--- src/rtl/core_pkg.sv ---
// rtl/core_pkg.sv - shared opcode constants and hazard/forwarding enums for the RV32I core
package core_pkg;

    localparam logic [6:0] OP_LOAD   = 7'b0000011;
    localparam logic [6:0] OP_BRANCH = 7'b1100011;
    localparam logic [6:0] OP_JAL    = 7'b1101111;
    localparam logic [6:0] OP_JALR   = 7'b1100111;

    typedef enum logic [1:0] {
        FILL  = 2'd0,
        RUN   = 2'd1,
        STALL = 2'd2,
        FLUSH = 2'd3
    } hz_state_t;

    typedef enum logic [1:0] {
        FWD_RF  = 2'b00,
        FWD_MEM = 2'b01,
        FWD_WB  = 2'b10
    } fwd_sel_t;

endpackage

--- src/rtl/forward_unit.sv ---
// rtl/forward_unit.sv - EX operand forwarding selects from the MEM and WB destinations
module forward_unit
    import core_pkg::*;
(
    input  logic [4:0] ex_rs1,
    input  logic [4:0] ex_rs2,
    input  logic [4:0] mem_rd,
    input  logic       mem_reg_write,
    input  logic       mem_is_load,
    input  logic [4:0] wb_rd,
    input  logic       wb_reg_write,
    output logic [1:0] fwd_a,
    output logic [1:0] fwd_b
);

    // MEM is younger so it wins; a load in MEM has no data yet and must fall back to WB
    function automatic fwd_sel_t pick(input logic [4:0] rs,
                                      input logic [4:0] m_rd, input logic m_we, input logic m_ld,
                                      input logic [4:0] w_rd, input logic w_we);
        fwd_sel_t sel;
        sel = FWD_RF;
        if (m_we && (m_rd != 5'd0) && !m_ld && (m_rd == rs))
            sel = FWD_MEM;
        else if (w_we && (w_rd != 5'd0) && (w_rd == rs))
            sel = FWD_WB;
        return sel;
    endfunction

    always_comb begin
        fwd_a = pick(ex_rs1, mem_rd, mem_reg_write, mem_is_load, wb_rd, wb_reg_write);
        fwd_b = pick(ex_rs2, mem_rd, mem_reg_write, mem_is_load, wb_rd, wb_reg_write);
    end

endmodule

--- src/rtl/hazard_ctrl.sv ---
// rtl/hazard_ctrl.sv - load-use stall, redirect/flush sequencing and forwarding for the EX stage
module hazard_ctrl
    import core_pkg::*;
#(
    parameter int FILL_CYCLES  = 2,
    parameter int FLUSH_CYCLES = 2
) (
    input  logic        clk,
    input  logic        reset,
    input  logic [4:0]  id_rs1,
    input  logic [4:0]  id_rs2,
    input  logic        id_use_rs1,
    input  logic        id_use_rs2,
    input  logic [6:0]  ex_opcode,
    input  logic [4:0]  ex_rd,
    input  logic [4:0]  ex_rs1,
    input  logic [4:0]  ex_rs2,
    input  logic        ex_reg_write,
    input  logic [4:0]  mem_rd,
    input  logic [4:0]  wb_rd,
    input  logic        mem_reg_write,
    input  logic        wb_reg_write,
    input  logic        mem_is_load,
    input  logic [31:0] pc_if,
    input  logic        alu_pc_replace,
    input  logic        alu_pc_JALR,
    input  logic [31:0] alu_pc_new,
    output logic        pc_replace_old,
    output logic        flag_old,
    output logic        redirect_valid,
    output logic [31:0] redirect_pc,
    output logic        stall_pc,
    output logic        stall_if_id,
    output logic        bubble_id_ex,
    output logic        flush_if_id,
    output logic [1:0]  fwd_a,
    output logic [1:0]  fwd_b
);

    localparam logic [7:0] FILL_INIT  = 8'(FILL_CYCLES - 1);
    localparam logic [7:0] FLUSH_INIT = 8'(FLUSH_CYCLES - 1);

    hz_state_t  state, state_d;
    logic [7:0] cnt, cnt_d;
    logic       load_use;
    logic [1:0] fu_a, fu_b;

    assign load_use = (ex_opcode == OP_LOAD) && ex_reg_write && (ex_rd != 5'd0) &&
                      ((id_use_rs1 && (id_rs1 == ex_rd)) || (id_use_rs2 && (id_rs2 == ex_rd)));

    always_ff @(posedge clk) begin
        if (reset) begin
            state          <= FILL;
            cnt            <= FILL_INIT;
            pc_replace_old <= 1'b0;
        end else begin
            state          <= state_d;
            cnt            <= cnt_d;
            pc_replace_old <= redirect_valid;
        end
    end

    always_comb begin
        state_d        = state;
        cnt_d          = cnt;
        flag_old       = 1'b0;
        redirect_valid = 1'b0;
        redirect_pc    = 32'd0;
        stall_pc       = 1'b0;
        stall_if_id    = 1'b0;
        bubble_id_ex   = 1'b0;
        flush_if_id    = 1'b0;
        case (state)
            FILL: begin
                if (cnt == 8'd0) state_d = RUN;
                else             cnt_d   = cnt - 8'd1;
            end
            RUN, STALL: begin
                flag_old = 1'b1;
                state_d  = RUN;
                if (alu_pc_replace) begin
                    redirect_valid = 1'b1;
                    redirect_pc    = alu_pc_JALR ? alu_pc_new : pc_if + alu_pc_new;
                    flush_if_id    = 1'b1;
                    state_d        = FLUSH;
                    cnt_d          = FLUSH_INIT;
                end else if ((state == RUN) && load_use) begin
                    stall_pc     = 1'b1;
                    stall_if_id  = 1'b1;
                    bubble_id_ex = 1'b1;
                    state_d      = STALL;
                end
            end
            FLUSH: begin
                flush_if_id = 1'b1;
                if (cnt == 8'd0) state_d = RUN;
                else             cnt_d   = cnt - 8'd1;
            end
            default: state_d = FILL;
        endcase
        // While reset is held every control output reads as idle
        if (reset) begin
            flag_old       = 1'b0;
            redirect_valid = 1'b0;
            redirect_pc    = 32'd0;
            stall_pc       = 1'b0;
            stall_if_id    = 1'b0;
            bubble_id_ex   = 1'b0;
            flush_if_id    = 1'b0;
        end
    end

    forward_unit u_forward (
        .ex_rs1        (ex_rs1),
        .ex_rs2        (ex_rs2),
        .mem_rd        (mem_rd),
        .mem_reg_write (mem_reg_write),
        .mem_is_load   (mem_is_load),
        .wb_rd         (wb_rd),
        .wb_reg_write  (wb_reg_write),
        .fwd_a         (fu_a),
        .fwd_b         (fu_b)
    );

    assign fwd_a = reset ? 2'b00 : fu_a;
    assign fwd_b = reset ? 2'b00 : fu_b;

endmodule

--- config.mk ---
export PLATFORM = sky130hd
export DESIGN_NAME = hazard_ctrl
export DESIGN_NICKNAME = d
export VERILOG_FILES = /design/src/rtl/core_pkg.sv /design/src/rtl/forward_unit.sv /design/src/rtl/hazard_ctrl.sv
export SDC_FILE = /design/constraint.sdc
export NUM_CORES = 1
export LEC_CHECK = 0
export CORE_ASPECT_RATIO = 0.7
export CORE_MARGIN = 10
export CORE_UTILIZATION = 38
export CTS_CLUSTER_SIZE = 12
export DETAILED_ROUTE_END_ITERATION = 12
export GPL_ROUTABILITY_DRIVEN = 1
export GPL_TIMING_DRIVEN = 0
export MAX_ROUTING_LAYER = met4
export PLACE_DENSITY = 0.79
export SLEW_MARGIN = 20
export SYNTH_ARGS = -nofsm -noshare
export SYNTH_HDL_FRONTEND = slang
export SYNTH_SLANG_ARGS = --single-unit
export TNS_END_PERCENT = 5
--- constraint.sdc ---
create_clock -name clk -period 5 [get_ports clk]
set_input_delay 1.5 -clock clk [delete_from_list [all_inputs] [get_ports clk]]
set_output_delay 1.5 -clock clk [all_outputs]
set_load 0.005 [all_outputs]
==> impl_metrics.csv, run 1 <==
group,metric,value,unit
global_route,grt_usage,0.216,
logic_synthesis,yosysTopAreaCell,"ha_1",
critical_path,r2r_start,"state[0]",
power,p_leak,2.45,nW
logic_synthesis,syn_area,0.00327,mm²
critical_path,critPathMaxStageDelay,0.40,ns
timing,drv_slew,0,
timing,max_freq,0.185,GHz
hold_path,holdCritPathClass,"flop to flop",
layout,fillers,684,
critical_path,path_delay_family,"compound AO/OA/AOI/OAI gates",
cts,h-tree-depth,1,
place,dpl.hpwl,10500,µm
routing,drc_errors,0,
place,io_buffers,157,
layout,n_antenna_cell,0,
critical_path,crit_slowest_cell,"fa_2",
critical_path,worstPathMaxFanout,3,
cts,root_buffer,"clkbuf_16",
floorplan,die_w,131,µm
routing,routedWlPerCell,18.8,µm
critical_path,path_cells,"buf_8 -> ha_4 -> fa_2 -> a21o_4 -> a31oi_4 -> o21ba_4 -> o21ai_4 -> a221oi_4 -> buf_4 -> o21bai_4 -> xor2_1 -> mux2i_1 -> nor2_1 -> buf_2",
routing,routed_wirelength,14300,µm
logic_synthesis,netlist_instances,460,
layout,fin_util,0.685,
critical_path,startpoint,"pc_if[0]",
timing,setup_viol,24,
power,clkPwrFrac,0.127,
floorplan,rows,28,
logic_synthesis,synth_top_cell_area_share,0.138,
logic_synthesis,synth_ff_type,"dfxtp_1",
layout,drive_gt1_frac,0.266,
logic_synthesis,yosys-top-cells-count,"nor2_1 (75), a21oi_1 (51), ha_1 (36), xor2_1 (31), xnor2_1 (30)",
cts,cts_made_buffers,3,
global_route,grt_first_pass_wirelength,22500,µm
power,power_switching,513,µW
power,total_power,1.19,mW
critical_path,arrival,3.92,ns
global_route,antenna_found_initial,0,
global_route,grt_max_degree,11,
power,seqPwrFrac,0.132,
timing,rsz0062_at_grt,"yes",
place,dp.cells,722,
critical_path,critPathRequiredTime,3.50,ns
cts,insertion_delay,0.24,ns
floorplan,coreArea,0.00841,mm²
outcome,failed_checks,"setup timing",
flow_run,cap_violations,0,
logic_synthesis,synth_cell_types,66,
routing,drtIter0Drc,263,
timing,min_period,5.42,ns
logic_synthesis,synth.avg_cell_area,7.12,µm²
logic_synthesis,yosysMostFrequentCell,"nor2_1",
floorplan,die-area,0.0128,mm²
logic_synthesis,ys_seq_elements,11,
power,ir_drop,0.000226,V
outcome,outcome,"complete, but fails checks",
logic_synthesis,yosys_warnings,0,
global_route,overflow,0,
power,pwr-share-comb,0.741,
critical_path,worstSetupPathType,"input port to output port",
timing,hold_ws,0.512,ns
routing,firstDrtPassIters,5,
power,internal_power,674,µW
routing,ant_nets,0,
floorplan,ios,159,
layout,final_cells,758,
timing,hold_viol_final,0,
timing,finalCritPeriodShare,1.08,
timing,setup_tns,-5.85,ns
timing,tightest_slew,0.670,ns
cts,cts.clk_slew.worst_paths,0.04,ns
logic_synthesis,netlist_top_cells_area,"ha_1 (14%), nor2_1 (8.6%), xor2_1 (8.3%), xnor2_1 (8.0%), a21oi_1 (7.8%)",
layout,layout.nets,807,
logic_synthesis,async_reset_ff_frac,0,
layout,areaGrowthSynthToFinish,76.0,%
critical_path,critPathBufInv,3,
cts,cts_buffer_depth,2,
floorplan,start_util,0.389,
floorplan,die_h,97.7,µm
logic_synthesis,syn_nets,613,
logic_synthesis,synth_edf_count,0,
cts,cts_tree,"built",
timing,relSlewSlack,0.554,
hold_path,hp-start,"state[0]",
power,swShare,0.432,
cts,cts_hold_buf,0,
critical_path,cp-end-kind,"output port",
logic_synthesis,ys_seq_area_frac,0.0673,
routing,vias_per_cell,5.67,
critical_path,cp-start-kind,"input port",
place,place_congestion,0.911,
timing,fin_skew,0.00255,ns
routing,vias,4295,
power,p_per_area,206,mW/mm²
cts,clock-sinks,11,
timing,setup_ws,-0.416,ns
global_route,grt_pass1_vias,4581,
-- per-stage QoR --
step	cell area, µm²	setup WS, ns
4_1_cts	5650	-0.391
6_report	5760	-0.416
2_1_floorplan	3310	-0.0411
3_3_place_gp	5010	-1.35
3_5_place_dp	5010	-1.36
5_1_grt	5760	-0.534
-- worst paths after layout --
| path | endpoint | slack [ns] | cells past startpoint |
|---|---|---|---|
| worst max register to register | cnt[7] | 3.01 | 7 |
| worst min-delay path | state[0] | 0.51 | 2 |
| worst max-delay path | redirect_pc[26] | -0.42 | 14 |
| worst min register to register | state[0] | 0.51 | 2 |
-- power by group through the flow --
stage | Combinational (mW) | Clock [mW] | Sequential [mW]
after floorplan | 0.476 | 0 | 0.151
after global placement | 0.735 | 0 | 0.155
after detailed placement | 0.756 | 0 | 0.158
after CTS | 0.840 | 0.152 | 0.156
after global routing | 0.963 | 0.154 | 0.163
final | 0.880 | 0.150 | 0.157
-- worst min-delay path: cells and delay by family, from the launching register on --
family,cells,cell delay [ns]
AO/OA/AOI/OAI,1,0.07
buffers and inverters,1,0.08
flip-flops,1,0.32
-- area by class of cell --
class	count	area (µm²)	share of cell area
multi-input combinational	411	3420	0.594
timing repair buffer	192	1710	0.296
sequential	11	220	0.0382
buffer	18	143	0.0248
tap	105	131	0.0228
clock buffer	4	78.8	0.0137
inverter	17	63.8	0.0111
-- cell usage in the layout (no fill, tap or decap), types with 4 or more instances in the layout --
cell type,instances
xor2_1,30
a21o_1,20
clkdlybuf4s15_1,8
nand2_1,24
xnor2_1,29
clkbuf_8,5
clkdlybuf4s50_1,82
ha_1,14
clkdlybuf4s15_2,6
ha_4,21
a21oi_4,4
a21oi_2,14
nand4_1,8
nand3_1,12
a21oi_1,33
inv_1,15
clkbuf_2,4
nor2_1,72
clkbuf_1,8
mux2i_1,7
buf_2,22
nand2b_1,5
nor4_1,6
dfxtp_1,11
o21ai_0,12
buf_6,5
nor3_1,10
dlygate4sd2_1,28
buf_4,38
-- kinds of logic (layout without fill, tap and decap cells) --
group | count (synthesis) | in the layout | synth area share
fa+ha+maj | 37 | 37 | 0.144
flops | 11 | 11 | 0.0673
simple gates | 174 | 174 | 0.253
xor+xnor | 61 | 61 | 0.163
buf+inv | 38 | 231 | 0.0673
mux | 8 | 8 | 0.0248
compound gates | 131 | 131 | 0.281
-- registers in the layout, summed over array words and instances (netlist names) --
register / flops
pc_replace_old: 1
cnt: 8
state: 2
-- repair_timing --
action | CTS | global route
cloned | 0 | 0
endpoints found under the setup margin | 34 | 32
buffers inserted | 31 | 4
pin swaps | 64 | 28
gates resized for setup | 266 | 27
hold endpoints to repair | 0 | 0
-- metal layers --
| layer | track usage | part of all wire | wire [µm] | up-vias |
|---|---|---|---|---|
| li1 | - | - | - | 2045 |
| met1 | 0.250 | 0.42 | 6060 | 2014 |
| met2 | 0.368 | 0.48 | 6840 | 215 |
| met3 | 0.0534 | 0.084 | 1200 | 21 |
| met4 | 0.0435 | 0.012 | 172 | 0 |
| met5 | - | 0 | 0 | - |
No activity file was read; power rests on OpenSTA's default activity.
==> inputs of run 2 (changes only) <==
CORE_MARGIN = 2   (was 10)
==> run 2 against run 1 <==
Compared with the run above:
- the flow still finishes with violations (setup timing)
- critical path depth stayed put
- clock-buffer cell count stayed put
- sequential share of layout area hardly changed
- critical endpoint is now redirect_pc[30]
- largest power group unchanged
- total power is 0.86% lower
- via count is 0.19% lower
- sequential cell count stayed put
- final cell count is 0.66% higher
- worst hold slack worse by 0.0036 ns
- largest cell class unchanged
- sequential power hardly changed
- die area is 27% lower
- core utilization is 0.30 points lower
==> impl_metrics.csv, run 2 (synthesis results as in run 1) <==
group,metric,value,unit
critical_path,rrSetupSlack,2.98,ns
routing,vias_per_cell,5.62,
timing,finalCritPeriodShare,1.10,
floorplan,die_w,115,µm
cts,h-tree-depth,1,
floorplan,coreArea,0.00841,mm²
critical_path,path_cells,"buf_6 -> ha_4 -> fa_2 -> a21o_4 -> a31oi_4 -> o21ba_4 -> o21ai_4 -> a221oi_4 -> buf_4 -> nor3_2 -> or3_1 -> nand3_2 -> a21oi_2 -> buf_2",
place,dpl.hpwl,9000,µm
power,ir_drop,0.000213,V
critical_path,worstPathMaxFanout,3,
layout,layout.nets,811,
flow_run,cap_violations,0,
routing,drtIter0Drc,229,
cts,cts_buffer_depth,2,
timing,drv_slew,0,
cts,root_buffer,"clkbuf_16",
global_route,grt_first_pass_wirelength,19500,µm
routing,ant_nets,0,
timing,setup_viol,25,
place,dp.cells,722,
global_route,antenna_found_initial,1,
power,p_leak,2.46,nW
global_route,grt_pass1_vias,4182,
outcome,outcome,"complete, but fails checks",
cts,cts_made_buffers,3,
critical_path,worstSetupPathType,"input port to output port",
critical_path,crit_slowest_cell,"fa_2",
global_route,overflow,0,
cts,cts.clk_slew.worst_paths,0.04,ns
layout,reg_top3,"cnt (8), state (2), pc_replace_old (1)",
layout,fillers,669,
routing,routedWlPerCell,16.5,µm
critical_path,cp-start-kind,"input port",
critical_path,critPathRequiredTime,3.50,ns
timing,hold_viol_final,0,
cts,insertion_delay,0.24,ns
routing,drc_errors,0,
layout,drive_gt1_frac,0.242,
cts,cts_tree,"built",
place,place_congestion,0.938,
global_route,grt_usage,0.261,
floorplan,die_h,81.7,µm
layout,final_cells,763,
critical_path,critPathMaxStageDelay,0.36,ns
power,p_per_area,205,mW/mm²
layout,largest_reg_flops,8,
floorplan,rows,28,
routing,firstDrtPassIters,4,
routing,routed_wirelength,12600,µm
timing,min_period,5.50,ns
layout,top_register,"cnt",
critical_path,arrival,4.00,ns
timing,tightest_slew,0.663,ns
hold_path,holdCritPathClass,"flop to flop",
floorplan,start_util,0.389,
floorplan,ios,159,
global_route,grt_max_degree,11,
timing,relSlewSlack,0.558,
cts,clock-sinks,11,
layout,final_cell_mix,"clkdlybuf4s50_1 (86), nor2_1 (72), buf_4 (36)",
critical_path,cp-end-kind,"output port",
routing,vias,4287,
layout,areaGrowthSynthToFinish,75.2,%
timing,rsz0062_at_grt,"yes",
timing,fin_skew,0.00305,ns
floorplan,die-area,0.00939,mm²
power,total_power,1.18,mW
layout,layout_commonest_cell,"clkdlybuf4s50_1",
timing,setup_ws,-0.499,ns
cts,cts_hold_buf,0,
place,io_buffers,157,
outcome,failed_checks,"setup timing",
timing,max_freq,0.182,GHz
-- run 2: cell types whose count changed in the layout (fill, tap and decap cells not counted), moves of 3 or more --
cell and delta:
clkdlybuf4s50_1 +4, buf_6 +4, buf_2 -3, a21oi_2 -3, ha_1 +4, o21ai_0 -3, clkdlybuf4s15_2 -4, ha_4 -4
-- run 2: path summary, 6_finish.rpt --
path            startpoint               to  cells after the start
max          alu_pc_new[0]  redirect_pc[30]                     14
min               state[1]         state[1]                      2
max reg2reg       state[0]           cnt[7]                      7
min reg2reg       state[1]         state[1]                      2
-- run 2: area by class of cell --
type	instances	area, µm²	share of cell area
plain buffers	19	155	0.0270
well taps	105	131	0.0229
clock buffers	4	78.8	0.0137
flip-flops and latches	11	220	0.0384
repair buffers	195	1730	0.302
diodes	1	2.50	0.000436
inverters	17	63.8	0.0111
multi-input cells	411	3350	0.584
-- run 2: worst max-delay path, delay by kind of cell --
kind | cells | cell delay [ns]
AOI/OAI and AO/OA | 6 | 1.11
adders and majority gates | 2 | 0.51
buffers and inverters | 3 | 0.38
and+or+nand+nor | 3 | 0.48
-- run 2: where the power goes --
group          total [mW]  switching (mW)  internal, mW
Clock               0.150          0.0425         0.107
Combinational       0.868           0.432         0.437
Sequential          0.158          0.0327         0.126
Total                1.18           0.507         0.670
-- run 2: routing by layer --
layer	part of all wire	up-vias	global-route usage
met5	0	-	-
met4	0.022	0	0.0699
met3	0.077	31	0.0339
met2	0.48	225	0.469
met1	0.43	1976	0.311
li1	-	2055	-
-- run 2: repair_timing --
action | 4_1_cts | 5_1_grt
pin swaps | 65 | 12
endpoints found under the setup margin | 34 | 29
buffers inserted | 37 | 1
resized for setup | 245 | 18
-- run 2: through the flow --
stage                     area [µm²]   util  TNS, ns  worst slack, ns  hold WS [ns]
after floorplan                 3310      -  -0.0411          -0.0411         0.474
after global placement          5010  0.596   -24.40            -1.18         0.488
after detailed placement        5010  0.596   -25.82            -1.22         0.501
after CTS                       5710  0.679    -6.04           -0.473         0.511
after global routing            5740  0.682    -9.88           -0.630         0.550
final                           5740  0.682    -7.20           -0.499         0.508
